--- src/rtl/hvac_actuator_ctrl.sv ---
// Actuator sequencer between the thermostat and the heater, cooler and fan.
// It enforces the minimum on-time, the fan run-on and the restart lockout.
module hvac_actuator_ctrl #(
   parameter int MIN_ON    = 8,
   parameter int FAN_RUNON = 4,
   parameter int MIN_OFF   = 6,
   parameter int CNT_W     = 8
) (
   input  logic       clk,
   input  logic       rst,
   input  logic       enable,
   input  logic       heating,
   input  logic       cooling,
   output logic       heater_on,
   output logic       cooler_on,
   output logic       fan_on,
   output logic [2:0] state,
   output logic       fault
);

   localparam logic [2:0] IDLE    = 3'd0;
   localparam logic [2:0] HEAT    = 3'd1;
   localparam logic [2:0] COOL    = 3'd2;
   localparam logic [2:0] RUNON   = 3'd3;
   localparam logic [2:0] LOCKOUT = 3'd4;

   localparam logic [CNT_W-1:0] CNT_MAX   = {CNT_W{1'b1}};
   localparam logic [CNT_W-1:0] ON_LAST   = CNT_W'(MIN_ON - 1);
   localparam logic [CNT_W-1:0] RUN_LAST  = CNT_W'(FAN_RUNON - 1);
   localparam logic [CNT_W-1:0] LOCK_LAST = CNT_W'(MIN_OFF - 1);

   logic [2:0]       state_reg, state_next;
   logic [CNT_W-1:0] cnt_reg;
   logic             heater_reg, cooler_reg, fan_reg, fault_reg;
   logic             heat_req, cool_req;

   // Contradictory demand is treated as no demand at all.
   assign heat_req = enable & heating & ~cooling;
   assign cool_req = enable & cooling & ~heating;

   always_comb begin
      state_next = state_reg;
      case (state_reg)
         IDLE: begin
            if (heat_req)
               state_next = HEAT;
            else if (cool_req)
               state_next = COOL;
         end
         HEAT: begin
            if (!enable || (!heat_req && cnt_reg >= ON_LAST))
               state_next = RUNON;
         end
         COOL: begin
            if (!enable || (!cool_req && cnt_reg >= ON_LAST))
               state_next = RUNON;
         end
         RUNON: begin
            if (cnt_reg == RUN_LAST)
               state_next = LOCKOUT;
         end
         LOCKOUT: begin
            if (cnt_reg == LOCK_LAST)
               state_next = IDLE;
         end
         default: state_next = IDLE;
      endcase
   end

   // Outputs are decoded from the next state so they line up with state_reg.
   always_ff @(posedge clk) begin
      if (rst) begin
         state_reg  <= IDLE;
         cnt_reg    <= '0;
         heater_reg <= 1'b0;
         cooler_reg <= 1'b0;
         fan_reg    <= 1'b0;
         fault_reg  <= 1'b0;
      end else begin
         state_reg  <= state_next;
         if (state_next != state_reg)
            cnt_reg <= '0;
         else if (cnt_reg != CNT_MAX)
            cnt_reg <= cnt_reg + 1'b1;
         heater_reg <= (state_next == HEAT);
         cooler_reg <= (state_next == COOL);
         fan_reg    <= (state_next == HEAT) || (state_next == COOL) ||
                       (state_next == RUNON);
         fault_reg  <= heating & cooling;
      end
   end

   assign heater_on = heater_reg;
   assign cooler_on = cooler_reg;
   assign fan_on    = fan_reg;
   assign state     = state_reg;
   assign fault     = fault_reg;

endmodule

--- config.mk ---
export PLATFORM = sky130hd
export DESIGN_NAME = hvac_actuator_ctrl
export DESIGN_NICKNAME = d
export VERILOG_FILES = /design/src/rtl/hvac_actuator_ctrl.sv
export SDC_FILE = /design/constraint.sdc
export NUM_CORES = 1
export LEC_CHECK = 0
export CAP_MARGIN = 15
export CORE_MARGIN = 2
export CORE_UTILIZATION = 50
export CTS_BUF_LIST = sky130_fd_sc_hd__clkbuf_8 sky130_fd_sc_hd__clkbuf_16
export CTS_CLUSTER_DIAMETER = 200
export CTS_CLUSTER_SIZE = 12
export DETAILED_ROUTE_END_ITERATION = 10
export GPL_TIMING_DRIVEN = 1
export PLACE_DENSITY = 0.73
export SETUP_SLACK_MARGIN = 0.15
export SLEW_MARGIN = 10
export SYNTH_ARGS = -nofsm -noshare
export SYNTH_HDL_FRONTEND = slang
export SYNTH_SLANG_ARGS = --single-unit
--- constraint.sdc ---
create_clock -name clk -period 4.6 [get_ports clk]
set_input_delay 0.69 -clock clk [delete_from_list [all_inputs] [get_ports clk]]
set_output_delay 0.69 -clock clk [all_outputs]
set_load 0.005 [all_outputs]
==> results.yml, run 1 <==
outcome:
  run_status: "finished clean"
power_and_ir_drop:
  p_sw_mw: 0.0830
  sw_frac_of_total_pct: 27.2
  p_total_mw: 0.306
  p_clk_share_pct: 34.2
  irDropWorstVdd_mv: 0.196
  p_int_mw: 0.223
  pwr-share-comb_pct: 18.4
  p_per_area_mw_per_mm2: 275
  seqPwrFrac_pct: 47.4
  p_leak_nw: 0.371
placed_design:
  dp_hpwl_um: 1390
  numPortBuffers: 11
  place_congestion: 0.814
worst_hold_path:
  holdPathEnd: "state[2]"
  hold_path.class: "reg2reg"
  hold_path_startpoint: "state[2]"
  hold_depth: 2
die:
  fp-row-count: 15
  start_util_pct: 54.1
  fp.dieH_um: 47.4
  core-area_mm2: 0.00175
  io_pins: 12
  die_x_um: 47.4
  dieArea_mm2: 0.00225
global_routing:
  grt_antenna_before_repair: 0
  grt_pass1_vias: 707
  grt_use_total_pct: 19.8
  grt_max_degree: 13
  grt_overflow: 0
  grt_pass1_wl_um: 3070
clock_tree:
  post_cts_buffers: 0
  numCtsBuffers: 3
  cts_tree: "built"
  clk_latency_ns: 0.25
  clockBufferDepth: 2
  holdBufCountCts: 0
  clkTransAtPathRegs_ns: 0.06
  htreeDepth: 1
  cts_resized: 0
  ctsRootBufferMaster: "clkbuf_8"
  clkSinkCount: 15
setup_path:
  timing.rr.start: "cnt_reg[0]"
  crit_required_ns: 4.74
  rrSetupSlack_ns: 2.58
  criticalPathCategory: "in2reg"
  cp-end-kind: "register"
  r2r_cells: 5
  crit_arrival_ns: 2.31
  worstSetupStartpointType: "input port"
  rr_endpoint: "cnt_reg[6]"
  path_max_fanout: 12
route:
  firstDrtPassIters: 4
  via_per_inst: 6.13
  drt-initial-drc-count: 22
  drcViolationCount: 0
  totalWireLength_um: 1930
  wl_per_cell_um: 14.4
  drtAntennaViolNets: 0
  vias: 821
synth:
  synth_flop_cell: "dfxtp_1"
  synth_edf_count: 0
  postSynthAreaPerCell_um2: 9.73
  ys_top_cells_by_area: "dfxtp_1 (32%), a2111oi_2 (13%), nand2_1 (3.6%)"
  synth-seq-area-share_pct: 31.8
  netlist.area_leader.share_pct: 31.8
  synth_top_cell_by_area: "dfxtp_1"
  async_flop_share_pct: 0
  yosysWarningCount: 0
  syn_nets: 104
  ys_types: 42
  syn_inst: 97
  synth_seq_cells: 15
  syn_area_um2: 943
cells_and_area:
  largest_reg_flops: 8
  multi_input_area_um2: 613
  fillers: 154
  area_delta_synth_final_pct: 17.8
  layout.nets: 117
  regArea_um2: 300
  layout-drive-gt1-share_pct: 21.1
  n_antenna_cell: 0
timing:
  setup_tns_ns: 0
  max_slew_margin_pct: 51.0
  tightest_slew_ns: 0.735
  fin_crit_ns: 2.17
  setup_viol: 0
  hold_viol: 0
  rsz0062_at_grt: "no"
  fmax_mhz: 461
  finalMaxSlewViolations: 0
  period_share_pct: 47.2
  fin_skew_ns: 0.00710
job:
  drv_cap: 0
[power by group through the flow]
| stage | clock network [mW] | logic (mW) | registers, mW |
|---|---|---|---|
| after global placement | 0 | 0.0550 | 0.148 |
| after floorplan | 0 | 0.0400 | 0.146 |
| final | 0.105 | 0.0563 | 0.145 |
| after CTS | 0.107 | 0.0570 | 0.145 |
| after detailed placement | 0 | 0.0567 | 0.148 |
| after global routing | 0.110 | 0.0619 | 0.146 |
[synth_stat cells, drive strengths merged, types with 2 or more instances]
cell and n:
a2111oi 8, nor2 7, a31oi 2, mux2i 3
ha 2, a21oi 2, nand3 4, nand2 9
nand4 2, and3 2, mux2 2, clkbuf 2
inv 3, nand2b 4, o21ai 3, nor2b 2
nand3b 2, o211ai 3, nor3 3, dfxtp 15
[logic make-up (layout without fill, tap and decap cells)]
logic type | after synthesis | after routing | synth area share, %
XOR/XNOR | 1 | 1 | 0.929
AO/OA/AOI/OAI | 26 | 26 | 28.9
multiplexers | 5 | 5 | 5.57
buffers and inverters | 6 | 18 | 3.18
flip-flops | 15 | 15 | 31.8
adder cells (fa/ha/maj) | 2 | 2 | 2.65
AND/OR/NAND/NOR | 42 | 42 | 26.9
[routing by layer]
layer / part of all wire, % / global-route usage [%] / up-vias
met5: 0 / 0 / -
met4: 1.9 / 10.0 / 0
met3: 5.9 / 3.40 / 5
met2: 45 / 31.6 / 30
met1: 47 / 25.8 / 384
li1: - / - / 402
[area by class of cell]
class	instances	share of cell area, %
Tap cell	25	2.82
Timing Repair Buffer	11	9.91
Multi-Input combinational cell	76	55.2
Inverter	3	1.01
Clock buffer	3	3.72
Clock inverter	1	0.338
Sequential cell	15	27.0
[worst max-delay path, stage by stage]
cell,delay (ns)
clkdlybuf4s50_1,0.45
nand2b_1,0.18
a31oi_1,0.20
o221ai_2,0.32
a2111oi_2,0.46
[worst max path at each step]
stage | startpoint | end | slack (ns) | depth (start not counted)
finish | heating | cnt_reg[6] | 2.43 | 5
global route | heating | cnt_reg[1] | 2.31 | 5
CTS | heating | cnt_reg[1] | 2.39 | 5
detailed placement | heating | cnt_reg[1] | 2.15 | 5
global placement | heating | cnt_reg[7] | 2.21 | 5
floorplan | cnt_reg[0] | cnt_reg[0] | 2.77 | 6
[through the flow]
step / worst slack, ns / std cells / utilization [%] / hold slack (ns) / instance area, µm²
floorplan: 2.77 / 97 / - / 0.521 / 943
global placement: 2.21 / 130 / 61.1 / 0.568 / 1070
detailed placement: 2.15 / 130 / 61.1 / 0.579 / 1070
CTS: 2.39 / 134 / 63.7 / 0.589 / 1110
global route: 2.31 / 134 / 63.7 / 0.614 / 1110
finish: 2.43 / 134 / 63.7 / 0.577 / 1110
[cell usage in the layout (no fill, tap or decap), drive strengths merged, types with 3 or more instances in the layout]
cell type,netlist,routed
dfxtp,15,15
clkdlybuf4s50,0,11
nand2,9,9
a2111oi,8,8
nor2,7,7
nand2b,4,4
nand3,4,4
inv,3,4
mux2i,3,3
clkbuf,2,3
nor3,3,3
o211ai,3,3
o21ai,3,3
Power figures use the tool's default switching activity.
==> inputs of run 2 (changes only) <==
==> constraint.sdc (replaced) <==
create_clock -name clk -period 2.15 [get_ports clk]
set_input_delay 0.3225 -clock clk [delete_from_list [all_inputs] [get_ports clk]]
set_output_delay 0.3225 -clock clk [all_outputs]
set_load 0.005 [all_outputs]
==> results.yml, run 2 (synthesis results as in run 1) <==
setup_path:
  crit_chain: "clkdlybuf4s50_1 -> nand2b_1 -> a31oi_1 -> o221ai_2 -> a2111oi_2"
  path_max_fanout: 12
  path_delay_family: "compound AO/OA/AOI/OAI gates"
  critPathSlowestCell: "clkdlybuf4s50_1"
  cp-end-kind: "register"
  worstSetupStartpointType: "input port"
  crit_arrival_ns: 2.00
  path_buf_inv: 1
  criticalPathCategory: "in2reg"
  crit_required_ns: 2.29
  max_stage_delay_ns: 0.46
clock_tree:
  numCtsBuffers: 3
  post_cts_buffers: 0
  htreeDepth: 1
  holdBufCountCts: 0
  clkSinkCount: 15
  ctsRootBufferMaster: "clkbuf_8"
  cts_tree: "built"
  clockBufferDepth: 2
  clk_latency_ns: 0.25
  clkTransAtPathRegs_ns: 0.06
placed_design:
  numPortBuffers: 11
  preCtsSetupSlack_ns: 0.0648
  dp_hpwl_um: 1440
  place_congestion: 0.803
route:
  drt-initial-drc-count: 31
  wl_met3_um: 144
  wl_per_cell_um: 14.9
  route.met2.wl_um: 998
  top_layer_used: "met4"
  totalWireLength_um: 2030
  firstDrtPassIters: 4
  via_per_inst: 6.16
  drcViolationCount: 0
  vias: 838
  wl_met1_um: 854
  drtAntennaViolNets: 0
cells_and_area:
  largest_reg_flops: 8
  layout-drive-gt1-share_pct: 23.4
  n_antenna_cell: 0
  layout.cells.most_common: "dfxtp_1"
  final_cell_mix: "dfxtp_1 (15), clkdlybuf4s50_1 (11), nand2_1 (9)"
  layout.nets: 119
  fillers: 151
  area_delta_synth_final_pct: 19.6
timing:
  tightest_slew_ns: 0.722
  fin_skew_ns: 0.00494
  finalMaxSlewViolations: 0
  holdWs_ns: 0.579
  fmax_mhz: 538
  setup_slack_ns: 0.293
  max_slew_margin_pct: 51.9
  setup_tns_ns: 0
  hold_viol: 0
  rsz0062_at_grt: "no"
  fin_crit_ns: 1.86
  setup_viol: 0
  period_share_pct: 86.4
power_and_ir_drop:
  p_per_area_mw_per_mm2: 583
  p_leak_nw: 0.379
  irDropWorstVdd_mv: 0.455
global_routing:
  grt_use_total_pct: 21.2
  grt_antenna_before_repair: 0
  grt_pass1_wl_um: 3190
  grt_max_degree: 13
  grt_pass1_vias: 736
  grt_overflow: 0
outcome:
  run_status: "finished clean"
die:
  start_util_pct: 54.1
  core-area_mm2: 0.00175
  io_pins: 12
  fp-row-count: 15
  fp.dieH_um: 47.4
  die_x_um: 47.4
  dieArea_mm2: 0.00225
worst_hold_path:
  hold_path.class: "reg2reg"
job:
  drv_cap: 0
## run 2: cell types whose count changed in the layout (fill, tap and decap cells not counted)
cell,before,now
buf_4,0,2
ha_1,2,1
ha_2,0,1
## run 2: worst reg2reg max path, cell delays in order, from the launching register on
cell	delay [ns]
dfxtp_1	0.40
ha_2	0.31
nand3b_1	0.13
nand2_1	0.15
o221ai_2	0.31
a2111oi_2	0.45
## run 2: path summary, 6_finish.rpt
kind,cells past startpoint,slack (ns),endpoint,start
max,5,0.29,cnt_reg[7],heating
min,2,0.58,state[2],state[2]
max reg2reg,5,0.30,cnt_reg[7],cnt_reg[1]
min reg2reg,2,0.58,state[2],state[2]
## run 2: timing repair
action                                 4_1_cts  5_1_grt
setup endpoints to repair                    0        8
resized for setup                            0        1
endpoints found under the hold margin        0        0
## run 2: power breakdown
part	leakage, nW	switching [mW]	internal [mW]
registers	0.122	0.0141	0.293
logic	0.230	0.0681	0.0622
clock network	0.0269	0.0947	0.126
total	0.379	0.177	0.481
## run 2: layout make-up
type / instances / area [µm²] / area share [%]
Clock buffer: 3 / 41.3 / 3.66
Clock inverter: 1 / 3.75 / 0.333
Inverter: 3 / 11.3 / 0.998
Multi-Input combinational cell: 76 / 616 / 54.5
Sequential cell: 15 / 300 / 26.6
Tap cell: 25 / 31.3 / 2.77
Timing Repair Buffer: 13 / 125 / 11.1
## run 2: metal layers
layer  up-vias  GRT usage, %
li1        400             -
met1       406          24.7
met2        30          35.1
met3         2          7.92
met4         0          8.89
met5         -             0
## run 2: metrics by stage
step / total power, mW / area, µm² / util [%] / cells
after floorplan: 0.398 / 943 / - / 97
after global placement: 0.440 / 1080 / 61.9 / 132
after detailed placement: 0.442 / 1080 / 61.9 / 132
after CTS: 0.666 / 1130 / 64.5 / 136
after global routing: 0.687 / 1130 / 64.7 / 136
final: 0.658 / 1130 / 64.7 / 136
